===== src/rtl/spi_frame_master.sv =====
// spi_frame_master: host side of a framed SPI link; clocks FRAME_BYTES bytes out in SPI mode 0, MSB first.
// Latency: first SCK rise GAP_CYCLES+CLK_DIV+1 cycles after iSTART; oFRAME_n is low for exactly
//   GAP_CYCLES*(FRAME_BYTES+1) + (16*CLK_DIV+1)*FRAME_BYTES cycles, then oDONE pulses for one cycle.
// Backpressure: none; TX buffer answers one cycle after oTX_ADDR, RX port takes every oRX_WE; iSTART while busy is dropped.
//
// Ports:
//   iCLK, iRESETn             clock (rising edge) and async active-low reset
//   iSTART / oBUSY / oDONE    frame request, frame in progress, end-of-frame pulse
//   oTX_ADDR / iTX_DATA       TX byte buffer read port (1-cycle read latency)
//   oRX_WE/oRX_ADDR/oRX_DATA  RX byte write port
//   oFRAME_n, oSPI_SS_n       frame-active and slave select, both low for the whole frame
//   oSPI_SCK/MOSI/MISO        SPI wires, SCK idles low
module spi_frame_master #(
    parameter int FRAME_BYTES = 20,
    parameter int CLK_DIV     = 3,
    parameter int GAP_CYCLES  = 2
) (
    input  logic       iCLK,
    input  logic       iRESETn,
    input  logic       iSTART,
    output logic       oBUSY,
    output logic       oDONE,
    output logic [7:0] oTX_ADDR,
    input  logic [7:0] iTX_DATA,
    output logic       oRX_WE,
    output logic [7:0] oRX_ADDR,
    output logic [7:0] oRX_DATA,
    output logic       oFRAME_n,
    output logic       oSPI_SS_n,
    output logic       oSPI_SCK,
    output logic       oSPI_MOSI,
    input  logic       iSPI_MISO
);

    localparam int CNT_MAX = (CLK_DIV > GAP_CYCLES) ? CLK_DIV : GAP_CYCLES;
    localparam int CNT_W   = $clog2(CNT_MAX + 1);

    localparam logic [CNT_W-1:0] DIV_LAST  = CNT_W'(CLK_DIV - 1);
    localparam logic [CNT_W-1:0] GAP_LAST  = CNT_W'(GAP_CYCLES - 1);
    localparam logic [7:0]       LAST_BYTE = 8'(FRAME_BYTES - 1);

    typedef enum logic [2:0] {
        IDLE,
        LEAD,
        SHIFT,
        GAP,
        TRAIL,
        FINISH
    } stateT;

    stateT            state, stateNext;
    logic [CNT_W-1:0] cnt, cntNext;
    logic [2:0]       bitCnt, bitCntNext;
    logic [7:0]       byteIdx, byteIdxNext;
    logic [7:0]       txShift, txShiftNext;
    logic [7:0]       rxShift, rxShiftNext;
    logic             sck, sckNext;
    logic             mosi, mosiNext;
    logic             byteEnd, byteEndNext;   // decision cycle after the 8th high phase
    logic [7:0]       txAddr, txAddrNext;
    logic             rxWe, rxWeNext;
    logic [7:0]       rxAddr, rxAddrNext;
    logic [7:0]       rxData, rxDataNext;
    logic             frameActive;

    always_ff @(posedge iCLK or negedge iRESETn) begin
        if (!iRESETn) begin
            state   <= IDLE;
            cnt     <= '0;
            bitCnt  <= '0;
            byteIdx <= '0;
            txShift <= '0;
            rxShift <= '0;
            sck     <= 1'b0;
            mosi    <= 1'b0;
            byteEnd <= 1'b0;
            txAddr  <= '0;
            rxWe    <= 1'b0;
            rxAddr  <= '0;
            rxData  <= '0;
        end else begin
            state   <= stateNext;
            cnt     <= cntNext;
            bitCnt  <= bitCntNext;
            byteIdx <= byteIdxNext;
            txShift <= txShiftNext;
            rxShift <= rxShiftNext;
            sck     <= sckNext;
            mosi    <= mosiNext;
            byteEnd <= byteEndNext;
            txAddr  <= txAddrNext;
            rxWe    <= rxWeNext;
            rxAddr  <= rxAddrNext;
            rxData  <= rxDataNext;
        end
    end

    always_comb begin
        stateNext   = state;
        cntNext     = cnt;
        bitCntNext  = bitCnt;
        byteIdxNext = byteIdx;
        txShiftNext = txShift;
        rxShiftNext = rxShift;
        sckNext     = sck;
        mosiNext    = mosi;
        byteEndNext = byteEnd;
        txAddrNext  = txAddr;
        rxWeNext    = 1'b0;
        rxAddrNext  = rxAddr;
        rxDataNext  = rxData;

        case (state)
            IDLE: begin
                if (iSTART) begin
                    stateNext   = LEAD;
                    cntNext     = '0;
                    byteIdxNext = '0;
                    txAddrNext  = '0;
                end
            end

            // The address was set on entry, so by the last cycle iTX_DATA holds the byte.
            LEAD, GAP: begin
                if (cnt == GAP_LAST) begin
                    stateNext   = SHIFT;
                    cntNext     = '0;
                    txShiftNext = iTX_DATA;
                    mosiNext    = iTX_DATA[7];
                    bitCntNext  = '0;
                    sckNext     = 1'b0;
                    byteEndNext = 1'b0;
                end else begin
                    cntNext = cnt + CNT_W'(1);
                end
            end

            SHIFT: begin
                if (byteEnd) begin
                    rxWeNext    = 1'b1;
                    rxAddrNext  = byteIdx;
                    rxDataNext  = rxShift;
                    byteEndNext = 1'b0;
                    cntNext     = '0;
                    if (byteIdx == LAST_BYTE) begin
                        stateNext = TRAIL;
                    end else begin
                        byteIdxNext = byteIdx + 8'd1;
                        txAddrNext  = byteIdx + 8'd1;
                        stateNext   = GAP;
                    end
                end else if (cnt != DIV_LAST) begin
                    cntNext = cnt + CNT_W'(1);
                end else begin
                    cntNext = '0;
                    if (!sck) begin
                        // Rising SCK: capture MISO on the same edge that raises the clock.
                        sckNext     = 1'b1;
                        rxShiftNext = {rxShift[6:0], iSPI_MISO};
                    end else begin
                        sckNext = 1'b0;
                        if (bitCnt == 3'd7) begin
                            byteEndNext = 1'b1;
                            mosiNext    = 1'b0;
                        end else begin
                            bitCntNext  = bitCnt + 3'd1;
                            mosiNext    = txShift[6];
                            txShiftNext = {txShift[6:0], 1'b0};
                        end
                    end
                end
            end

            TRAIL: begin
                if (cnt == GAP_LAST) begin
                    stateNext = FINISH;
                end else begin
                    cntNext = cnt + CNT_W'(1);
                end
            end

            FINISH: stateNext = IDLE;

            default: stateNext = IDLE;
        endcase
    end

    // Frame/select/busy decode straight from state so reset releases them in the same cycle.
    assign frameActive = (state != IDLE) && (state != FINISH);
    assign oBUSY       = frameActive;
    assign oDONE       = (state == FINISH);
    assign oFRAME_n    = !frameActive;
    assign oSPI_SS_n   = !frameActive;
    assign oSPI_SCK    = sck;
    assign oSPI_MOSI   = mosi;
    assign oTX_ADDR    = txAddr;
    assign oRX_WE      = rxWe;
    assign oRX_ADDR    = rxAddr;
    assign oRX_DATA    = rxData;

endmodule

===== config.mk =====
export PLATFORM = sky130hd
export DESIGN_NAME = spi_frame_master
export DESIGN_NICKNAME = d
export VERILOG_FILES = /design/src/rtl/spi_frame_master.sv
export SDC_FILE = /design/constraint.sdc
export NUM_CORES = 1
export LEC_CHECK = 0
export BUFFER_PORTS_ARGS = -buffer_cell sky130_fd_sc_hd__buf_2
export CAP_MARGIN = 25
export CORE_MARGIN = 3
export CORE_UTILIZATION = 30
export CTS_CLUSTER_DIAMETER = 30
export DETAILED_ROUTE_END_ITERATION = 8
export SYNTH_ARGS = -nofsm -noshare
export SYNTH_HDL_FRONTEND = slang
export SYNTH_SLANG_ARGS = --single-unit
export TNS_END_PERCENT = 100

===== constraint.sdc =====
create_clock -name iCLK -period 2.5 [get_ports iCLK]
set_input_delay 0.125 -clock iCLK [delete_from_list [all_inputs] [get_ports iCLK]]
set_output_delay 0.125 -clock iCLK [all_outputs]
set_load 0.01 [all_outputs]

# After elaboration in Yosys (flattened, before gate mapping)

Cells that the tools add are included.
Widths: inputs -> output; s select.

Output and inout bits: 31
Bits of input ports: 12
Flip-flop bits (word level): 51
Word-level logic and storage cells: 101

Equal/unequal tests: 20
Reductions and logical operators: 17
Bitwise gates (word level): 3
$add $sub $neg: 3
Mux-type cells: 46

Operator list:

| operator            | count |
|---|---|
| $mux 7              | 5 |
| $mux 3              | 10 |
| $mux 8              | 3 |
| $ne 2x2->1 const B  | 11 |
| $pmux 8 s2          | 1 |
| $reduce_and 4->1    | 4 |
| $mux 1              | 15 |
| $pmux 7 s2          | 1 |
| $pmux 3 s4          | 1 |
| $mux 2              | 5 |
| $eq 3x3->1 const B  | 3 |
| $add 8x1->8 const B | 1 |
| $eq 8x5->1 const B  | 1 |
| $pmux 2 s4          | 1 |
| $eq 3x2->1 const B  | 2 |
| $pmux 1 s2          | 3 |
| $pmux 3 s2          | 1 |
| $reduce_and 6->1    | 1 |
| $reduce_and 5->1    | 1 |
| $reduce_and 2->1    | 2 |
| $reduce_bool 2->1   | 2 |
| $reduce_bool 4->1   | 1 |
| $add 3x1->3 const B | 1 |
| $eq 3x1->1 const B  | 1 |
| other kinds (10)    | 12 |

# Depth between registers and ports, before layout

Gate-level depths: netlist (run 1).

Depth after elaboration: 6
Gate-level depth with buffers: 8

# Worst setup path after synthesis (run 1)

Ideal clock, no wire load.

Path kind: flip-flop to flip-flop
Start: reg, netlist name oTX_ADDR[0]
End: reg txAddr[4], in the netlist oTX_ADDR[4]
Required time: 2.374 ns
Library setup time: 0.126 ns
Data arrival time: 1.555 ns
Path buffers: 1
Clock period less this slack: 1.681 ns
Slack: 0.819 ns
Cell stages (with the launch flop): 7
Cell sequence: dfrtp_1 > ha_1 > nor3b_1 > and3_1 > clkbuf_1 > nor2_1 > o2bb2ai_1

RTL lines:

| item                   | line | text |
|---|---|---|
| end signal: assignment | 91   | `txAddr <= txAddrNext;` |
| end: declaration       | 60   | `logic [7:0] txAddr, txAddrNext;` |

# Worst setup path in the final report (run 1)

Start: reg cnt[0]
End: reg txShift[5]

Longest elaborated chain between the ends: 3
Elaborated cells on any way between the ends: 5
Classes of those cells: eq/ne (4); reduce/logical (1)

RTL lines:

| item                                     | line     | text |
|---|---|---|
| start: declaration                       | 52       | `logic [CNT_W-1:0] cnt, cntNext;` |
| start signal: assignment                 | 83       | `cnt <= cntNext;` |
| $ne 2x2->1 or $eq 2x1->1 (tied branches) | 152, 125 |  |
| $ne 2x2->1 (no line)                     | --       |  |
| $reduce_and 6->1 (no line) (*)           | --       |  |
| end signal: assignment                   | 86       | `txShift <= txShiftNext;` |
| end: declaration                         | 55       | `logic [7:0] txShift, txShiftNext;` |

Mark *: on every way between the ends. The rest lies on a longest branch, timed or not.
A chain may end at the register's enable or synchronous reset.

==> results of run 1 <==
==> power groups by stage <==
stage	Combinational (µW)	Sequential [µW]	Clock, µW
6_report	36.8	836	509
5_1_grt	42.5	838	580
4_1_cts	39.3	836	539
3_5_place_dp	37.7	853	0
3_3_place_gp	37.1	853	0
2_1_floorplan	7.66	852	0
==> cells in the mapped netlist (2+ instances only) <==
master / n / share of area
nand3_1: 6 / 0.012
mux2_2: 24 / 0.11
clkbuf_1: 5 / 0.0075
buf_2: 4 / 0.0080
nor2_1: 14 / 0.021
mux2i_1: 3 / 0.012
and3_1: 4 / 0.010
nand2b_1: 2 / 0.0050
ha_1: 7 / 0.035
o21ai_0: 12 / 0.024
buf_6: 2 / 0.0090
nor3_1: 4 / 0.0080
a31oi_1: 8 / 0.020
o31ai_1: 4 / 0.012
and2_1: 4 / 0.010
o32ai_1: 2 / 0.0070
o22ai_1: 2 / 0.0050
a21oi_1: 9 / 0.018
o21ai_1: 2 / 0.0040
nor2b_1: 3 / 0.0075
buf_4: 2 / 0.0060
dfrtp_1: 51 / 0.51
or3b_2: 2 / 0.0070
nand2_1: 26 / 0.039
inv_1: 11 / 0.017
==> stage by stage <==
stage / cell area, µm² / worst slack (ns) / instances / utilization
6_report: 2900 / 0.443 / 379 / 0.368
5_1_grt: 2900 / 0.0960 / 379 / 0.368
4_1_cts: 2900 / 0.407 / 379 / 0.368
3_5_place_dp: 2790 / 0.465 / 370 / 0.354
3_3_place_gp: 2790 / 0.483 / 370 / 0.354
2_1_floorplan: 2490 / 0.819 / 235 / -
==> how the worst min path moves through the flow <==
stage                   start         end  slack [ns]  cells past startpoint
floorplan             iRESETn   bitCnt[0]       -0.17                      0
global route        iSPI_MISO  rxShift[0]        0.04                      2
detailed placement    iRESETn    oSPI_SCK        0.14                      1
finish              iSPI_MISO  rxShift[0]        0.05                      2
global placement      iRESETn    oSPI_SCK        0.14                      1
CTS                 iSPI_MISO  rxShift[0]        0.04                      2
==> state kept, by name, summed over array words and instances, names as in the netlist, 2 cells and up <==
signal	flops
oRX_ADDR	8
txShift	7
state	3
oRX_DATA	8
oTX_ADDR	8
cnt	2
rxShift	8
bitCnt	3
==> repair_timing <==
action	4_1_cts	5_1_grt
setup buffers	0	0
endpoints found under the hold margin	22	0
hold buffers	1	0
==> routing by layer <==
metal	up-vias	wire length, µm	part of all wire
met2	45	2390	0.46
met4	0	59	0.011
met3	6	220	0.043
met1	912	2500	0.48
li1	913	-	-
met5	-	0	0
==> worst register-to-register path: cells and delay by family, from the launching register on <==
kind	cells	cell delay, ns
simple gates	2	0.44
flops	1	0.43
buf+inv	1	0.14
compound gates	2	0.80
fa+ha+maj	1	0.18
==> cell type report <==
| cell class | count | area share |
|---|---|---|
| tap | 102 | 0.0440 |
| sequential | 51 | 0.440 |
| clock inverter | 3 | 0.0116 |
| inverter | 11 | 0.0142 |
| multi-input combinational | 159 | 0.378 |
| clock buffer | 5 | 0.0237 |
| timing repair buffer | 48 | 0.0888 |
==> logic make-up after synthesis <==
family | after synthesis
AO/OA/AOI/OAI | 50
AND/OR/NAND/NOR | 75
flip-flops | 51
multiplexers | 27
buffers and inverters | 25
adder cells (fa/ha/maj) | 7
==> metrics.md, run 1 <==
| Metric | Value |
|---|---|
| Run status | complete, no violations |
| Post-synth EDFFs | 0 |
| CP Depth | 6 |
| CP startpoint | cnt[0] |
| Pin count of the biggest net entering global routing | 30 |
| CTS tree | done |
| Leakage | 0.00133 µW |
| Initial antenna violation count | 0 |
| H-tree depth reported by CTS | 2 |
| Nature of the critical path endpoint | flip-flop |
| Area of the multi-input gates | 1100 µm² |
| M2 GR Usage | 0.177 |
| Clock-pin transition on the worst setup and hold timing paths | 0.10 ns |
| Layout filler cell count | 775 |
| GRT Util Overall | 0.115 |
| Starting density of the core | 0.316 |
| Hpwl dp | 3720 µm |
| Syn. warnings | 0 |
| Synth-to-layout area growth | 16.3% |
| Most used routing layer | met2 |
| Synthesized-area fraction occupied by adder cells | 0.0351 |
| Sink Count | 51 |
| Yosys cell types | 47 |
| Routing usage on met3 | 0.0258 |
| Worst r2r src | cnt[0] |
| Actual slew at the worst max-slew pin | 0.608 ns |
| FP Rows | 32 |
| Critical Path AT | 2.28 ns |
| Post-synth top flop | dfrtp_1 |
| PostCTS Resize Cnt | 0 |
| Total power | 1380 µW |
| Net Sw Frac | 0.234 |
| DR WL/cell | 13.6 µm |
| Worst endpoint required time | 2.73 ns |
| Fmax | 486 MHz |
| Clock power frac | 0.368 |
| Clock buffer depth | 2 |
| IO Pins | 43 |
| Cells after Synth | 235 |
| Synth Area in Compound Gates | 0.129 |
| RSZ-0062 raised after global routing | false |
| Count of final hold-check violations | 0 |
| DRC Markers | 0 |
| Register area | 1280 µm² |
| Switching pwr | 323 µW |
| Worst Setup EP | txShift[5] |
| Vias per cell | 4.95 |
| GPL Wtd Cong | 0.850 |
| Critical Path Fanout Max | 19 |
| CP Class | flip-flop to flip-flop |
| Hold crit path type | input pin to flip-flop |
| Min Tclk post-route | 2.06 ns |
| Simple-Gate Fraction of Synth Area | 0.155 |
| Crit-path slowest cell | o221a_1 |
| R2R Setup Slk | 0.44 ns |
| Crit path launch type | flip-flop |
| # setup viols final | 0 |
| Int Pwr | 1060 µW |
| Vias in the first global route | 1909 |
| Avg Inst Size Synth | 10.6 µm² |
| Clock Latency Late Sink | 0.30 ns |
| Crit path largest cell delay | 0.64 ns |
| Grt ovf | 0 |
| Antenna Nets Post-Route | 0 |
| Die Ht | 97.2 µm |
| Root Driver | clkbuf_8 |
| CP Buf/Inv Count | 1 |
| Commonest cells after routing, fill and taps aside | dfrtp_1, buf_2, nand2_1 |
| Layout cells sized above 1 | 0.314 |
| ANT cells | 0 |
| Post-Syn Area | 2490 µm² |
| First-pass DRT Iterations | 4 |
| Normalized max-slew margin | 0.595 |
| Pwr dens | 476 nW/µm² |
| Detailed Route Iter0 Violations | 91 |
| Top delay family on crit path | compound AO/OA/AOI/OAI gates |
| Buffers on Ports | 42 |
| Synth Area in XOR/XNOR | 0 |
| Via Count | 1876 |
| Largest family of logic cells by synthesized area | simple AND/OR/NAND/NOR gates |
| Max_cap viols | 0 |
| CTS buffer count | 5 |
| Post-synthesis mux area share | 0.120 |
| Total negative slack | 0 ns |
| Reg2reg path depth | 6 |
| Global Route met1 Usage | 0.161 |
| FF-to-FF End | txShift[5] |
| Max-slew violations | 0 |
| Fin nets | 295 |
| Post-synthesis async set-or-reset flop share | 1.00 |
| Final Skew | 0.00480 ns |
| Comb pwr share | 0.027 |
| Flop pwr share | 0.605 |
| Final WL | 5170 µm |
| Die W | 97.2 µm |
| Tcrit/Tclk final | 0.823 |
| First-pass GRT wire length | 9100 µm |
| Sequential area share after synthesis | 0.512 |
| Core Box Area | 7890 µm² |
| #FFs+latches synth | 51 |
| Syn nets | 254 |
| Crit path cell chain | inv_1 -> ha_1 -> nor4bb_1 -> o221a_1 -> nor2_1 -> a31oi_1 |
| Die area | 9450 µm² |
| Most common cell after layout, fill and taps aside | dfrtp_1 |
| WHS | 0.0539 ns |
| VDD IR max | 264 µV |
Power figures use the tool's default switching activity.
==> run 2, diff against run 1 <==
==> constraint.sdc (replaced) <==
create_clock -name iCLK -period 1.8 [get_ports iCLK]
set_input_delay 0.09 -clock iCLK [delete_from_list [all_inputs] [get_ports iCLK]]
set_output_delay 0.09 -clock iCLK [all_outputs]
set_load 0.01 [all_outputs]
==> run 2 against run 1 <==
Utilization up 2.2 points. Cell area is 5.9% higher. Maximum frequency is 23% higher. Final cell count increased by 3.4%. Register-to-register slack got worse by 0.32 ns. Critical path depth decreased by 1. Setup slack got worse by 0.32 ns. Hold slack got worse by 0.034 ns. Die area did not move.
==> metrics.md, run 2 (same netlist as run 1, synthesis figures left out) <==
| Metric | Value |
|---|---|
| Sink Count | 51 |
| Die area | 9450 µm² |
| DR WL/cell | 13.9 µm |
| Top delay family on crit path | compound AO/OA/AOI/OAI gates |
| ANT cells | 0 |
| Nature of the critical path endpoint | flip-flop |
| First-pass GRT wire length | 9240 µm |
| Pin count of the biggest net entering global routing | 30 |
| Final WL | 5440 µm |
| CTS buffer count | 5 |
| Critical Path Fanout Max | 15 |
| Final Skew | 0.0128 ns |
| Fin nets | 308 |
| CP Buf/Inv Count | 1 |
| Critical Path AT | 1.87 ns |
| Die W | 97.2 µm |
| Final cell count without fillers | 392 |
| GPL Wtd Cong | 0.817 |
| Register area | 1280 µm² |
| Worst Setup EP | oTX_ADDR[5] |
| Final Worst Setup Slack | 0.123 ns |
| # setup viols final | 0 |
| WHS | 0.0199 ns |
| Most common cell after layout, fill and taps aside | dfrtp_1 |
| Normalized max-slew margin | 0.617 |
| CTS tree | done |
| FF-to-FF End | oTX_ADDR[5] |
| Commonest cells after routing, fill and taps aside | dfrtp_1, buf_2, nand2_1 |
| FP Rows | 32 |
| Reg2reg path depth | 5 |
| IO Pins | 43 |
| Layout filler cell count | 763 |
| VDD IR max | 499 µV |
| Min Tclk post-route | 1.68 ns |
| Worst r2r src | state[0] |
| Initial antenna violation count | 0 |
| CP startpoint | state[0] |
| Area of the multi-input gates | 1120 µm² |
| Tcrit/Tclk final | 0.931 |
| Crit path launch type | flip-flop |
| Starting density of the core | 0.316 |
| R2R Setup Slk | 0.12 ns |
| First-pass DRT Iterations | 4 |
| Actual slew at the worst max-slew pin | 0.574 ns |
| GRT Util Overall | 0.118 |
| Buffers on Ports | 42 |
| Crit-path slowest cell | dfrtp_1 |
| Crit path largest cell delay | 0.41 ns |
| Fmax | 596 MHz |
| Antenna Nets Post-Route | 0 |
| Post-Place Worst Slack | 0.0465 ns |
| Max-slew violations | 0 |
| Clock Latency Late Sink | 0.32 ns |
| DRC Markers | 0 |
| Vias per cell | 4.86 |
| Hpwl dp | 3900 µm |
| Grt ovf | 0 |
| Detailed Route Iter0 Violations | 69 |
| Run status | complete, no violations |
| Core Box Area | 7890 µm² |
| Die Ht | 97.2 µm |
| Root Driver | clkbuf_8 |
| Total negative slack | 0 ns |
| Leakage | 0.00141 µW |
| CP Class | flip-flop to flip-flop |
| Max_cap viols | 0 |
| H-tree depth reported by CTS | 2 |
| HP Start | iTX_DATA[2] |
| RSZ-0062 raised after global routing | false |
| Clock-pin transition on the worst setup and hold timing paths | 0.10 ns |
| Vias in the first global route | 1829 |
| Synth-to-layout area growth | 23.2% |
| Layout cells sized above 1 | 0.352 |
| Via Count | 1906 |
| Worst endpoint required time | 2.00 ns |
| # placed instances | 381 |
| CP Depth | 5 |
| Count of final hold-check violations | 0 |
| Pwr dens | 626 nW/µm² |
| Hold crit path type | input pin to flip-flop |
| Clock buffer depth | 2 |
| Crit path cell chain | buf_12 -> or2_2 -> a21o_1 -> o31ai_1 -> o21ai_0 |
-- run 2: worst min-delay path by stage --
stage	to	cells after the start	slack [ns]
after floorplan	bitCnt[0]	0	-0.21
after global placement	byteEnd	1	0.12
after detailed placement	oSPI_SCK	1	0.12
after CTS	txShift[2]	3	0.02
after global routing	txShift[2]	3	0.03
final	txShift[2]	3	0.02
-- run 2: worst reg2reg max path, cell delays in order, from the launching register on --
cell     delay (ns)
dfrtp_1        0.41
buf_12         0.16
or2_2          0.33
a21o_1         0.27
o31ai_1        0.27
o21ai_0        0.12
-- run 2: final cells by class --
cell class / instances / area share
clock inverter: 3 / 0.00895
inverter: 11 / 0.0134
clock buffer: 5 / 0.0224
sequential: 51 / 0.415
multi-input combinational: 159 / 0.366
tap: 102 / 0.0415
timing repair buffer: 61 / 0.133
-- run 2: power breakdown --
| part | internal, µW | switching [µW] |
|---|---|---|
| clock | 286 | 418 |
| combinational | 24.6 | 32.4 |
| sequential | 1160 | 7.46 |
| total | 1470 | 458 |
-- run 2: per-layer routing --
metal | GRT usage | routed length, µm | up-vias
met3 | 0.0380 | 263 | 4
met4 | 0.0238 | 29 | 0
met5 | 0 | 0 | -
met1 | 0.159 | 2610 | 929
li1 | - | - | 940
met2 | 0.187 | 2540 | 33
-- run 2: what timing repair did --
item | 4_1_cts | 5_1_grt
hold endpoints to repair | 23 | 0
resized for setup | 0 | 6
buffers inserted | 0 | 1
hold buffers | 2 | 0
endpoints found under the setup margin | 0 | 16
-- run 2: through the flow --
stage	util	area (µm²)	total power, µW
global placement	0.371	2920	1240
global route	0.390	3070	2000
finish	0.390	3070	1920
CTS	0.385	3040	1950
detailed placement	0.371	2920	1240
floorplan	-	2490	1190
==> run 3, diff against run 2 <==
--- a/config.mk
+++ b/config.mk
@@ -11,6 +11,7 @@
 export CORE_UTILIZATION = 30
 export CTS_CLUSTER_DIAMETER = 30
 export DETAILED_ROUTE_END_ITERATION = 8
+export GPL_TIMING_DRIVEN = 0
 export SYNTH_ARGS = -nofsm -noshare
 export SYNTH_HDL_FRONTEND = slang
 export SYNTH_SLANG_ARGS = --single-unit
==> run 3 against run 2 <==
Global-route usage is 0.22 points lower. Register-to-register slack worse by 0.03 ns. Routed wire length is 1.4% lower. Maximum frequency is 1.5% lower. Sequential power hardly changed. Utilization is 0.36 points lower. Combinational power is 3.5% lower. First-iteration DRC count is 39% higher. Die area stayed put. Clock power is 6.0% higher. Largest cell class unchanged.
==> metrics.md, run 3 (same netlist as run 1, synthesis figures left out) <==
| Metric | Value |
|---|---|
| Vias per cell | 4.81 |
| ANT cells | 0 |
| Worst endpoint required time | 2.01 ns |
| IO Pins | 43 |
| Initial antenna violation count | 0 |
| Flop pwr share | 0.592 |
| Buffers on Ports | 42 |
| Max-slew violations | 0 |
| Crit path cell chain | and4bb_2 -> buf_2 -> buf_4 -> mux2_2 |
| Count of final hold-check violations | 0 |
| Worst Setup EP | oRX_ADDR[5] |
| Nature of the critical path endpoint | flip-flop |
| Fmax | 587 MHz |
| Pwr dens | 645 nW/µm² |
| Normalized max-slew margin | 0.631 |
| Final WL | 5360 µm |
| Die W | 97.2 µm |
| Critical Path Fanout Max | 10 |
| FP Rows | 32 |
| CP startpoint | byteEnd |
| First-pass GRT wire length | 9060 µm |
| Starting density of the core | 0.316 |
| Pin count of the biggest net entering global routing | 30 |
| FF-to-FF End | oRX_ADDR[5] |
| Crit path largest cell delay | 0.51 ns |
| GPL Wtd Cong | 0.818 |
| DR WL/cell | 13.7 µm |
| Min Tclk post-route | 1.70 ns |
| Actual slew at the worst max-slew pin | 0.553 ns |
| Antenna Nets Post-Route | 0 |
| Comb pwr share | 0.028 |
| Reg2reg path depth | 4 |
| Die area | 9450 µm² |
| Commonest cells after routing, fill and taps aside | dfrtp_1, buf_2, nand2_1 |
| Root Driver | clkbuf_8 |
| Crit-path slowest cell | dfrtp_1 |
| Clock buffer depth | 2 |
| Int Pwr | 1480 µW |
| VDD IR max | 430 µV |
| Fin nets | 306 |
| Vias in the first global route | 1864 |
| # setup viols final | 0 |
| Total power | 1960 µW |
| Net Sw Frac | 0.248 |
| Detailed Route Iter0 Violations | 96 |
| Synth-to-layout area growth | 22.1% |
| Hold Path Depth | 3 |
| R2R Setup Slk | 0.1 ns |
| Core Box Area | 7890 µm² |
| Final core occ | 0.386 |
| Final Worst Setup Slack | 0.0977 ns |
| Most common cell after layout, fill and taps aside | dfrtp_1 |
| CTS buffer count | 5 |
| Switching pwr | 487 µW |
| Leakage | 0.00141 µW |
| H-tree depth reported by CTS | 2 |
| Worst r2r src | byteEnd |
| Max_cap viols | 0 |
| RSZ-0062 raised after global routing | false |
| Clock-pin transition on the worst setup and hold timing paths | 0.11 ns |
| Final Skew | 0.0103 ns |
| Tcrit/Tclk final | 0.946 |
| Clock Latency Late Sink | 0.32 ns |
| Hold crit path type | input pin to flip-flop |
| First-pass DRT Iterations | 4 |
| Post-Place Worst Slack | -0.0945 ns |
| CTS tree | done |
| Run status | complete, no violations |
| Crit path launch type | flip-flop |
| Hpwl dp | 3830 µm |
| Die Ht | 97.2 µm |
| GRT Util Overall | 0.116 |
| Sink Count | 51 |
| CP Class | flip-flop to flip-flop |
| DRC Markers | 0 |
| Via Count | 1875 |
| Grt ovf | 0 |
| Critical Path AT | 1.91 ns |
| Layout cells sized above 1 | 0.372 |
| Clock power frac | 0.380 |
[run 3: critical path, delay by kind of cell (launching register included)]
kind | cells | cell delay (ns)
muxes | 1 | 0.35
DFF | 1 | 0.51
and+or+nand+nor | 1 | 0.27
buffers and inverters | 2 | 0.46
[run 3: worst min path at each step]
stage | startpoint | to | slack (ns)
floorplan | iRESETn | bitCnt[0] | -0.21
global placement | iSPI_MISO | rxShift[0] | 0.33
detailed placement | iRESETn | oSPI_SCK | 0.12
CTS | iTX_DATA[2] | txShift[2] | 0.005
global route | iTX_DATA[3] | txShift[3] | 0.006
finish | iTX_DATA[2] | txShift[2] | 0.01
[run 3: repair_timing]
action | 4_1_cts | 5_1_grt
pin swaps | 1 | 2
resized for setup | 7 | 11
cloned | 0 | 0
hold buffers | 2 | 0
endpoints found under the setup margin | 22 | 29
endpoints found under the hold margin | 23 | 0
setup buffers | 0 | 3
[run 3: area by class of cell]
class | count | area [µm²]
Inverter | 11 | 41.3
Tap cell | 102 | 128
Clock buffer | 5 | 68.8
Clock inverter | 3 | 33.8
Buffer | 11 | 73.8
Fill cell | 777 | 4840
Sequential cell | 51 | 1280
Timing Repair Buffer | 48 | 273
Multi-Input combinational cell | 159 | 1150
[run 3: power by group through the flow]
stage                     Sequential [µW]  Clock (µW)  Combinational [µW]
after floorplan                      1180           0                10.6
after global placement               1180           0                48.9
after detailed placement             1180           0                54.7
after CTS                            1160         765                58.2
after global routing                 1160         813                63.1
final                                1160         746                55.0
[run 3: metal layers]
metal / track usage / routed length, µm / up-vias
met3: 0.0380 / 206 / 5
met1: 0.158 / 2680 / 903
met5: 0 / 0 / -
met2: 0.179 / 2430 / 27
met4: 0.0270 / 40 / 0
li1: - / - / 940
[run 3: metrics by stage]
stage / TNS [ns] / area (µm²) / hold WS [ns] / cells
6_report: 0 / 3050 / 0.0106 / 390
5_1_grt: 0 / 3050 / 0.00628 / 390
4_1_cts: 0 / 2990 / 0.00532 / 389
3_5_place_dp: -0.663 / 2850 / 0.117 / 380
3_3_place_gp: -0.700 / 2830 / 0.327 / 379
2_1_floorplan: 0 / 2490 / -0.206 / 235
